File: src/rtl/operand_fetch_stage_pkg.sv
// Shared constants and types for the operand fetch stage and its register file.
package operand_fetch_stage_pkg;

  localparam int unsigned DATA_W     = 8;
  localparam int unsigned REG_ADDR_W = 3;
  localparam int unsigned NUM_REGS   = 8;

  typedef logic [REG_ADDR_W-1:0] reg_addr_t;
  typedef logic [DATA_W-1:0]     data_t;

  localparam reg_addr_t ZERO_REG = '0;

  // R0 is hardwired to zero, so it is never a write or scoreboard target.
  function automatic logic isWritable(input reg_addr_t addr);
    return addr != ZERO_REG;
  endfunction

endpackage

File: src/rtl/operand_fetch_stage_reg_file_2r1w.sv
// Register storage: two combinational read ports with write-back bypass, one write port.
module reg_file_2r1w
  import operand_fetch_stage_pkg::*;
#(
  parameter int unsigned NUM_REGS = operand_fetch_stage_pkg::NUM_REGS,
  parameter int unsigned DATA_W   = operand_fetch_stage_pkg::DATA_W
) (
  input  logic              clk,
  input  logic              rst_n,
  input  logic              wbEn,
  input  reg_addr_t         wbAddr,
  input  logic [DATA_W-1:0] wbData,
  input  reg_addr_t         rs1Addr,
  input  reg_addr_t         rs2Addr,
  output logic [DATA_W-1:0] rdData1,
  output logic [DATA_W-1:0] rdData2
);

  logic [DATA_W-1:0] regs [NUM_REGS];
  logic              wbActive;

  assign wbActive = wbEn && isWritable(wbAddr);

  // Storage array: cleared on reset, written on write-back except for R0.
  always_ff @(posedge clk or negedge rst_n) begin
    if (!rst_n) begin
      for (int unsigned i = 0; i < NUM_REGS; i++) begin
        regs[i] <= '0;
      end
    end else if (wbActive) begin
      regs[wbAddr] <= wbData;
    end
  end

  // Read port 1: same-cycle write-back data takes priority over stored value.
  always_comb begin
    rdData1 = regs[rs1Addr];
    if (!isWritable(rs1Addr)) begin
      rdData1 = '0;
    end else if (wbActive && (wbAddr == rs1Addr)) begin
      rdData1 = wbData;
    end
  end

  // Read port 2: same bypass rule as port 1.
  always_comb begin
    rdData2 = regs[rs2Addr];
    if (!isWritable(rs2Addr)) begin
      rdData2 = '0;
    end else if (wbActive && (wbAddr == rs2Addr)) begin
      rdData2 = wbData;
    end
  end

endmodule

File: src/rtl/operand_fetch_stage.sv
// Operand fetch stage: register read, busy scoreboard and registered valid/ready output.
module operand_fetch_stage
  import operand_fetch_stage_pkg::*;
#(
  parameter int unsigned NUM_REGS = operand_fetch_stage_pkg::NUM_REGS,
  parameter int unsigned DATA_W   = operand_fetch_stage_pkg::DATA_W
) (
  input  logic              clk,
  input  logic              rst_n,
  input  logic              instValid,
  output logic              instReady,
  input  reg_addr_t         rs1Addr,
  input  reg_addr_t         rs2Addr,
  input  reg_addr_t         rdAddrIn,
  input  logic              wbEn,
  input  reg_addr_t         wbAddr,
  input  logic [DATA_W-1:0] wbData,
  output logic [DATA_W-1:0] readData1,
  output logic [DATA_W-1:0] readData2,
  output reg_addr_t         rdAddrOut,
  output logic              opValid,
  input  logic              opReady
);

  logic [NUM_REGS-1:0] busy;
  logic [DATA_W-1:0]   fetch1;
  logic [DATA_W-1:0]   fetch2;
  logic                rs1Hazard;
  logic                rs2Hazard;
  logic                accept;

  reg_file_2r1w #(
    .NUM_REGS (NUM_REGS),
    .DATA_W   (DATA_W)
  ) uRegFile (
    .clk     (clk),
    .rst_n   (rst_n),
    .wbEn    (wbEn),
    .wbAddr  (wbAddr),
    .wbData  (wbData),
    .rs1Addr (rs1Addr),
    .rs2Addr (rs2Addr),
    .rdData1 (fetch1),
    .rdData2 (fetch2)
  );

  // Hazard detection: a busy source is fine only if its write-back lands this cycle.
  always_comb begin
    rs1Hazard = busy[rs1Addr] && isWritable(rs1Addr) && !(wbEn && (wbAddr == rs1Addr));
    rs2Hazard = busy[rs2Addr] && isWritable(rs2Addr) && !(wbEn && (wbAddr == rs2Addr));
    instReady = !(rs1Hazard || rs2Hazard) && (!opValid || opReady);
    accept    = instValid && instReady;
  end

  // Busy scoreboard: set by the later assignment so issue wins over a same-edge clear.
  always_ff @(posedge clk or negedge rst_n) begin
    if (!rst_n) begin
      busy <= '0;
    end else begin
      if (wbEn && isWritable(wbAddr)) begin
        busy[wbAddr] <= 1'b0;
      end
      if (accept && isWritable(rdAddrIn)) begin
        busy[rdAddrIn] <= 1'b1;
      end
    end
  end

  // Output register: load on accept, drop valid on drain, hold while stalled.
  always_ff @(posedge clk or negedge rst_n) begin
    if (!rst_n) begin
      readData1 <= '0;
      readData2 <= '0;
      rdAddrOut <= ZERO_REG;
      opValid   <= 1'b0;
    end else if (accept) begin
      readData1 <= fetch1;
      readData2 <= fetch2;
      rdAddrOut <= rdAddrIn;
      opValid   <= 1'b1;
    end else if (opValid && opReady) begin
      opValid   <= 1'b0;
    end
  end

endmodule
File: config.mk
export PLATFORM = sky130hd
export DESIGN_NAME = operand_fetch_stage
export DESIGN_NICKNAME = d
export VERILOG_FILES = /design/src/rtl/operand_fetch_stage_pkg.sv /design/src/rtl/operand_fetch_stage_reg_file_2r1w.sv /design/src/rtl/operand_fetch_stage.sv
export SDC_FILE = /design/constraint.sdc
export NUM_CORES = 1
export LEC_CHECK = 0
export CORE_MARGIN = 8
export CORE_UTILIZATION = 39
export CTS_CLUSTER_SIZE = 40
export DETAILED_ROUTE_END_ITERATION = 6
export SYNTH_ARGS = -nofsm -noshare
export SYNTH_HDL_FRONTEND = slang
export SYNTH_SLANG_ARGS = --single-unit
File: constraint.sdc
create_clock -name clk -period 2.7 [get_ports clk]
set_input_delay 0.675 -clock clk [delete_from_list [all_inputs] [get_ports clk]]
set_output_delay 0.675 -clock clk [all_outputs]
set_load 0.05 [all_outputs]
### Word-level counts from Yosys, hierarchy flattened

Cells that the tools add are included.

| storage, ports and cells | value |
|---|---|
| output and inout bits | 21 |
| input bits | 25 |
| ROM bits | 0 |
| word-level logic and storage cells | 83 |
| bits in writable memories | 0 |
| register bits after elaboration | 92 |
| memories kept | 0 |
| latch bits | 0 |

| operators by class | value |
|---|---|
| $mul | 0 |
| eq/ne operators | 2 |
| muxes and demuxes | 25 |
| magnitude comparators | 10 |
| bitwise logic cells | 6 |
| reduce and logical (&&, ||, !) cells | 27 |
| $add $sub $neg | 0 |
| divide/modulo/power cells | 0 |
| shifts and indexed selects | 0 |

Operators with widths:

| operator | count |
|---|---|
| 8-bit 2-to-1 mux | 11 |
| 64-bit bitwise mux | 1 |
| 8-bit binary-select mux with 3-bit select | 2 |
| 8-bit demux with 3-bit select | 1 |
| 1-bit logical AND | 16 |
| 3-bit by 4-bit < comparator with 1-bit output, second input constant | 4 |
| 4-bit >= comparator, second input constant | 3 |
| 3-bit inverter with 4-bit output | 3 |
| 3-bit nonzero test | 4 |
| 8-bit bitwise AND | 1 |
| 8-bit inverter | 1 |
| 8-bit bitwise OR | 1 |
| 1-bit binary-select mux with 3-bit select | 2 |
| 1-bit demux with 3-bit select | 2 |
| 3-bit == test | 2 |
| 3-bit by 1-bit >= comparator with 1-bit output, second input constant | 2 |
| 1-bit 2-to-1 mux | 6 |
| 1-bit logical NOT | 4 |
| 4-bit by 1-bit < comparator with 1-bit output, second input constant | 1 |
| 1-bit logical OR | 2 |
| 2-bit nonzero test | 1 |

### Logic depth before layout (Yosys ltp)

Gate-level depths: netlist of run 1.

| depth | value |
|---|---|
| depth after elaboration | 10 |
| gate-level depth with buffers | 10 |
| mapped depth without buffers | 6 |

### Cells and area by module

A second synthesis of run 1 with hierarchy kept.

| second synthesis, totals | value |
|---|---|
| cell total of the unflattened synthesis | 379 |
| area total of the unflattened synthesis | 5098.6 um2 |

By module, submodules not included:

| module | cells each | area an instance (um2) | times used | sequential area each (um2) |
|---|---|---|---|---|
| reg_file_2r1w | 274 | 3766.1 | 1 | 1601.5 |
| operand_fetch_stage | 105 | 1332.5 | 1 | 675.6 |

### Least setup slack after synthesis of run 1

No wires, ideal clock.

| timing path | value |
|---|---|
| kind | input to output |
| start | input port rs1Addr[1] |
| end | output port instReady |
| setup slack | -574 ps |
| data arrival time | 2599 ps |
| data required time | 2025 ps |
| stages | 5 |
| buffers on the path | 2 |
| cell sequence | buf_2 > buf_2 > mux2i_1 > a311oi_1 > a221oi_1 |

| between the ends | value |
|---|---|
| cells in the longest elaborated chain, start to end | 7 |
| elaborated cells on any way between the ends | 11 |
| classes of those cells | eq/ne (1); mux (2); reduce/logical (8) |

RTL lines:

| item | line | text |
|---|---|---|
| from (decl) | operand_fetch_stage.sv:12 | `input reg_addr_t rs1Addr,` |
| 1-bit binary-select mux with 3-bit select / 3-bit == test (equally long branches) | operand_fetch_stage.sv:49 | `rs1Hazard = busy[rs1Addr] && isWritable(rs1Addr) && !(wbEn && (wbAddr == rs1Addr));` |
| 1-bit 2-to-1 mux (not written as such) / 1-bit logical AND (equally long branches) | operand_fetch_stage.sv:49 |  |
| 1-bit logical AND / 1-bit logical NOT (equally long branches) | operand_fetch_stage.sv:49 |  |
| 1-bit logical AND * | operand_fetch_stage.sv:49 |  |
| 1-bit logical OR * | operand_fetch_stage.sv:51 | `instReady = !(rs1Hazard \|\| rs2Hazard) && (!opValid \|\| opReady);` |
| 1-bit logical NOT * | operand_fetch_stage.sv:51 |  |
| 1-bit logical AND * | operand_fetch_stage.sv:51 |  |
| to (decl) | operand_fetch_stage.sv:11 | `output logic instReady,` |

Every way passes the cells marked *; elsewhere a longest branch is shown, timed or not. The select of a mux whose other input is x is not followed.

### Worst setup path in the final report of run 1

| timing path | value |
|---|---|
| start | input port rs2Addr[2] |
| end | output port instReady |

| between the ends | value |
|---|---|
| cells in the longest elaborated chain, start to end | 7 |
| elaborated cells on any way between the ends | 11 |
| classes of those cells | eq/ne (1); mux (2); reduce/logical (8) |

RTL lines:

| item | line | text |
|---|---|---|
| from (decl) | operand_fetch_stage.sv:13 | `input reg_addr_t rs2Addr,` |
| 1-bit binary-select mux with 3-bit select / 3-bit == test (equally long branches) | operand_fetch_stage.sv:50 | `rs2Hazard = busy[rs2Addr] && isWritable(rs2Addr) && !(wbEn && (wbAddr == rs2Addr));` |
| 1-bit 2-to-1 mux (not written as such) / 1-bit logical AND (equally long branches) | operand_fetch_stage.sv:50 |  |
| 1-bit logical AND / 1-bit logical NOT (equally long branches) | operand_fetch_stage.sv:50 |  |
| 1-bit logical AND * | operand_fetch_stage.sv:50 |  |
| 1-bit logical OR * | operand_fetch_stage.sv:51 |  |
| 1-bit logical NOT * | operand_fetch_stage.sv:51 |  |
| 1-bit logical AND * | operand_fetch_stage.sv:51 |  |

Marks and branches as above.

==> results.cfg, run 1 <==
[outcome]
status = finished clean

[global_route]
grt_pass1_wl_um = 19800
grt_max_degree = 51
groute.usage.overall_pct = 15.9
first_global_vias = 3476
grt-ovfl-total = 0
antenna_found_initial = 0

[timing]
setup_ws_ns = 0.0989
period_minus_slack_ns = 2.60
hold_viol = 0
post-route-period-util_pct = 96.3
slew_headroom_pct = 62.0
rsz0062_at_grt = false
timing.fmax_mhz = 384
worst_pin_slew_ns = 0.570
drv_slew = 0
finalClockSkew_ns = 0.00579
holdWs_ns = 0.324
setup_viol = 0

[critical_path]
critPathMaxStageDelay_ns = 0.43
crit_path_end_kind = primary output
crit_slowest_cell = dlygate4sd2_1
worstPathArrival_ns = 1.93
cp_num_buf_inv = 2
worst-r2r-cell-count = 6
cp-start-kind = input pin
path_depth = 6
crit_path_max_fanout = 6
cp_top_family = buffers and inverters
cp.required_ns = 2.03
timing_worst_setup_path_type = input pin to primary output
path_cells = dlygate4sd2_1 -> nand2b_1 -> o22ai_1 -> a311oi_2 -> a221oi_4 -> buf_12

[synth]
synth_seq_cells = 92
synthesis.nets = 386
seq_area_frac_synth_pct = 47.8
synth_top_area_share_pct = 47.8
synthDistinctLibCells = 35
synth_cells = 361
netlist_area_um2 = 4820
ys_warn_count = 0
yosys.area.top_type = dfrtp_1
synth_area_per_cell_um2 = 13.3
synth_area_leaders = dfrtp_1 (48%), mux2_2 (16%), mux4_2 (15%), mux2i_1 (3.5%), nand2_1 (2.8%)

[min_path]
hp-class = input pin to async pin

[clock_network]
hold_buffers = 0
clockRootBuffer = clkbuf_16
clock_latency_ns = 0.34
cts_made_buffers = 9
clk_pin_slew_ns = 0.06
clock_sinks = 92
clock_path_buffers = 2
cts_tree = done
cts_max_level = 3

[floorplanning]
core_area_um2 = 12000
die_y_um = 127
rows = 40
pin_count = 46
die_area_um2 = 16200
fp.dieW_um = 127
start_util_pct = 40.1

[cells_and_area]
design_area_um2 = 6070
nNetsFinal = 459
layout_commonest_cell = dfrtp_1
antennaDiodeCount = 0
post-route-util_pct = 50.6
synthToLayoutAreaGrowth_pct = 26.1
drive_gt1_share_pct = 41.6
layout_common_cells = dfrtp_1 (92), mux2_2 (69), buf_4 (47), nand2_1 (36), clkdlybuf4s50_1 (33)
fillers = 1056

[route]
drc = 0
avgRoutedWirePerCell_um = 20.8
wirelength_um = 12200
vias = 3277
drt_iter0_markers = 178
avgViaCountPerCell = 5.60
antenna_left = 0
drt-pass1-iter-count = 6

[place]
io_buffers = 45
place_congestion = 0.807
placed_area_um2 = 5770
place_hpwl_um = 8540
place_ws_ns = -0.405

[power]
seqPwrFrac_pct = 39.1
power_mw = 5.01
comb_power_share_pct = 36.3
irDropWorstVdd_mv = 0.579
power.leakage_nw = 2.64
power.density_nw_per_um2 = 825
p_int_mw = 3.28
power_switching_mw = 1.73
swShare_pct = 34.5
power_frac_clock_pct = 24.6

[job]
cap_violations = 0
==> repair_timing <==
| action | CTS | global route |
|---|---|---|
| pin swaps | 3 | 6 |
| cloned | 0 | 0 |
| gates resized for setup | 18 | 15 |
| setup endpoints to repair | 4 | 1 |
| setup buffers | 1 | 0 |
==> layer usage <==
layer	vias up	track usage [%]	wire length, um
met4	0	5.11	189
met2	66	25.3	5900
met1	1693	20.6	5520
met5	-	0	0
met3	12	4.53	564
li1	1506	-	-
==> power groups by stage <==
stage | Clock [mW] | Combinational [mW] | Sequential (mW)
final | 1.23 | 1.82 | 1.96
after global routing | 1.31 | 1.93 | 2.01
after CTS | 1.26 | 1.83 | 1.96
after detailed placement | 0 | 1.82 | 1.99
after floorplan | 0 | 0.745 | 2.41
after global placement | 0 | 1.80 | 1.96
==> worst paths after layout <==
check | start | end | slack [ns]
setup / recovery | rs2Addr[2] | instReady | 0.1
hold / removal | rst_n | busy[4]$_DFF_PN0_ | 0.32
setup reg to reg | busy[1]$_DFF_PN0_ | busy[4]$_DFF_PN0_ | 0.58
hold reg to reg | busy[0]$_DFF_PN0_ | busy[0]$_DFF_PN0_ | 0.38
max in group asynchronous | rst_n | uRegFile.regs[63]$_DFFE_PN0P_ | 1.72
min in group clk | busy[0]$_DFF_PN0_ | busy[0]$_DFF_PN0_ | 0.38
==> metrics by stage <==
step           TNS [ns]  cells
4_1_cts               0    585
6_report              0    585
2_1_floorplan         0    361
5_1_grt               0    585
3_3_place_gp      -5.15    569
3_5_place_dp      -7.52    569
==> cell families after synthesis <==
group           share of synthesized area (%)
flops                                    47.8
compound gates                           6.68
simple gates                             6.44
xor+xnor                                0.909
buf+inv                                  3.22
mux                                      34.9
==> worst register-to-register path, stage by stage (launching register included) <==
cell,delay [ns]
dfrtp_1,0.41
mux2_4,0.30
a221oi_4,0.26
a311oi_2,0.09
a211o_1,0.40
or4b_1,0.51
o21ai_0,0.08
==> cell usage after synthesis (all sizes together) <==
library cell	instances
o31ai	17
o22a	2
nand4	1
nor3b	1
dfrtp	92
a2111oi	1
nand3b	3
nor4bb	2
a211o	1
a311oi	2
and2	1
mux2i	17
mux4	32
nor3	3
nand3	3
nand2	36
o22ai	2
mux2	70
nor2b	3
inv	4
nor2	3
clkbuf	19
nand4b	3
nand2b	1
xnor2	5
buf	14
a32o	1
a221oi	2
o21ai	14
a21oi	2
a21o	2
or4b	2
==> registers in the layout, indices dropped and copies added (netlist names) <==
name	flops
rdAddrOut	3
readData1	8
opValid	1
uRegFile.regs	64
busy	8
readData2	8
==> cell type report <==
cell class / instances / area (um2) / share of cell area, %
Multi-Input combinational cell: 232 / 2430 / 40.1
Clock buffer: 11 / 233 / 3.83
Inverter: 4 / 15.0 / 0.247
Sequential cell: 92 / 2300 / 37.9
Timing Repair Buffer: 95 / 853 / 14.1
Clock inverter: 4 / 51.3 / 0.845
Tap cell: 147 / 184 / 3.03
(Power assumes the default switching activity.)
==> run 2, diff against run 1 <==
--- a/config.mk
+++ b/config.mk
@@ -5,7 +5,6 @@
 export SDC_FILE = /design/constraint.sdc
 export NUM_CORES = 1
 export LEC_CHECK = 0
-export CORE_MARGIN = 8
 export CORE_UTILIZATION = 39
 export CTS_CLUSTER_SIZE = 40
 export DETAILED_ROUTE_END_ITERATION = 6
==> results.cfg, run 2 (synthesis results as in run 1) <==
[outcome]
status = finished clean

[global_route]
first_global_vias = 3466
antenna_found_initial = 0
grt_pass1_wl_um = 19300
groute.usage.overall_pct = 20.5
grt_max_degree = 48
grt-ovfl-total = 0

[critical_path]
crit_path_max_fanout = 4
crit_path_end_kind = primary output
worst-r2r-cell-count = 6
timing_worst_setup_path_type = input pin to primary output
r2r_slack_ns = 0.56
cp.required_ns = 2.03
r2r-start = busy[1]$_DFF_PN0_
regToRegEndpoint = busy[4]$_DFF_PN0_
worstPathArrival_ns = 1.91
cp-start-kind = input pin

[min_path]
hp-class = input pin to async pin

[cells_and_area]
register_area_um2 = 2300
multi_input_area_um2 = 2430
top_register = uRegFile.regs
layout_common_cells = dfrtp_1 (92), mux2_2 (69), buf_4 (51), nand2_1 (36), clkdlybuf4s50_1 (33)
drive_gt1_share_pct = 42.8
fillers = 1090
antennaDiodeCount = 0
largest_register_ff_count = 64
layout_commonest_cell = dfrtp_1
nNetsFinal = 462
synthToLayoutAreaGrowth_pct = 26.1

[place]
place_hpwl_um = 7900
io_buffers = 45
place_congestion = 0.797
place_ws_ns = -0.352

[clock_network]
clock_sinks = 92
clock_path_buffers = 2
clock_latency_ns = 0.35
clk_pin_slew_ns = 0.06
cts_made_buffers = 9
cts_tree = done
cts_max_level = 3
clockRootBuffer = clkbuf_16

[timing]
slew_headroom_pct = 56.1
finalClockSkew_ns = 0.0101
period_minus_slack_ns = 2.59
timing.fmax_mhz = 386
drv_slew = 0
hold_viol = 0
worst_pin_slew_ns = 0.658
setup_viol = 0
post-route-period-util_pct = 95.9
setup_ws_ns = 0.110

[route]
wirelength_um = 11800
drt_iter0_markers = 139
drc = 0
avgViaCountPerCell = 5.72
drt-pass1-iter-count = 5
vias = 3367
antenna_left = 0
avgRoutedWirePerCell_um = 20.1

[job]
cap_violations = 0

[power]
power_mw = 4.99
power.density_nw_per_um2 = 821
power.leakage_nw = 2.64
irDropWorstVdd_mv = 0.504

[floorplanning]
fp.dieW_um = 113
start_util_pct = 40.1
die_area_um2 = 12800
core_area_um2 = 12000
rows = 40
die_y_um = 113
pin_count = 46
-- run 2: worst max-delay path by stage --
stage	endpoint	cells past startpoint	start	slack [ns]
after floorplan	instReady	5	rs1Addr[1]	0.09
after global placement	instReady	6	rs2Addr[1]	-0.34
after detailed placement	rdAddrOut[0]$_DFFE_PN0P_	8	rs2Addr[1]	-0.35
after CTS	instReady	7	rs1Addr[1]	0.002
after global routing	readData1[6]$_DFFE_PN0P_	16	rs1Addr[0]	-0.02
final	instReady	6	rs2Addr[1]	0.11
-- run 2: metrics by stage --
stage	utilization (%)	instance area (um2)	instances	setup TNS [ns]	hold WS, ns
after floorplan	-	4830	361	0	0.379
after global placement	47.7	5730	568	-5.97	0.369
after detailed placement	47.7	5730	568	-6.71	0.377
after CTS	50.6	6080	589	0	0.370
after global routing	50.6	6070	589	-0.0207	0.400
final	50.6	6070	589	0	0.347
-- run 2: area by class of cell --
class / count / area share (%)
Sequential cell: 92 / 37.9
Clock inverter: 4 / 0.371
Timing Repair Buffer: 98 / 14.0
Inverter: 4 / 0.247
Tap cell: 147 / 3.03
Multi-Input combinational cell: 232 / 40.1
Clock buffer: 12 / 4.39
-- run 2: metal layers --
metal  vias up  global-route usage, %  part of all wire [%]
met5         -                      0                     0
met4         0                   7.19                   1.6
met3        15                   3.70                   4.8
met2        78                   32.5                    47
met1      1762                   28.5                    46
li1       1512                      -                     -
-- run 2: critical path, cell delays in order --
cell	delay, ns
buf_2	0.13
mux2_4	0.31
a221oi_2	0.29
a311oi_2	0.09
a221oi_4	0.25
buf_12	0.17
-- run 2: timing repair --
item / in CTS / in global routing
setup endpoints to repair: 1 / 9
buffers inserted: 6 / 0
resized for setup: 18 / 14
pin swaps: 5 / 7
hold endpoints to repair: 0 / 0
hold buffers: 0 / 0
-- run 2: power breakdown --
| group | internal (mW) | switching [mW] |
|---|---|---|
| logic | 0.828 | 0.966 |
| registers | 1.73 | 0.229 |
| clock network | 0.695 | 0.536 |
| total | 3.25 | 1.73 |
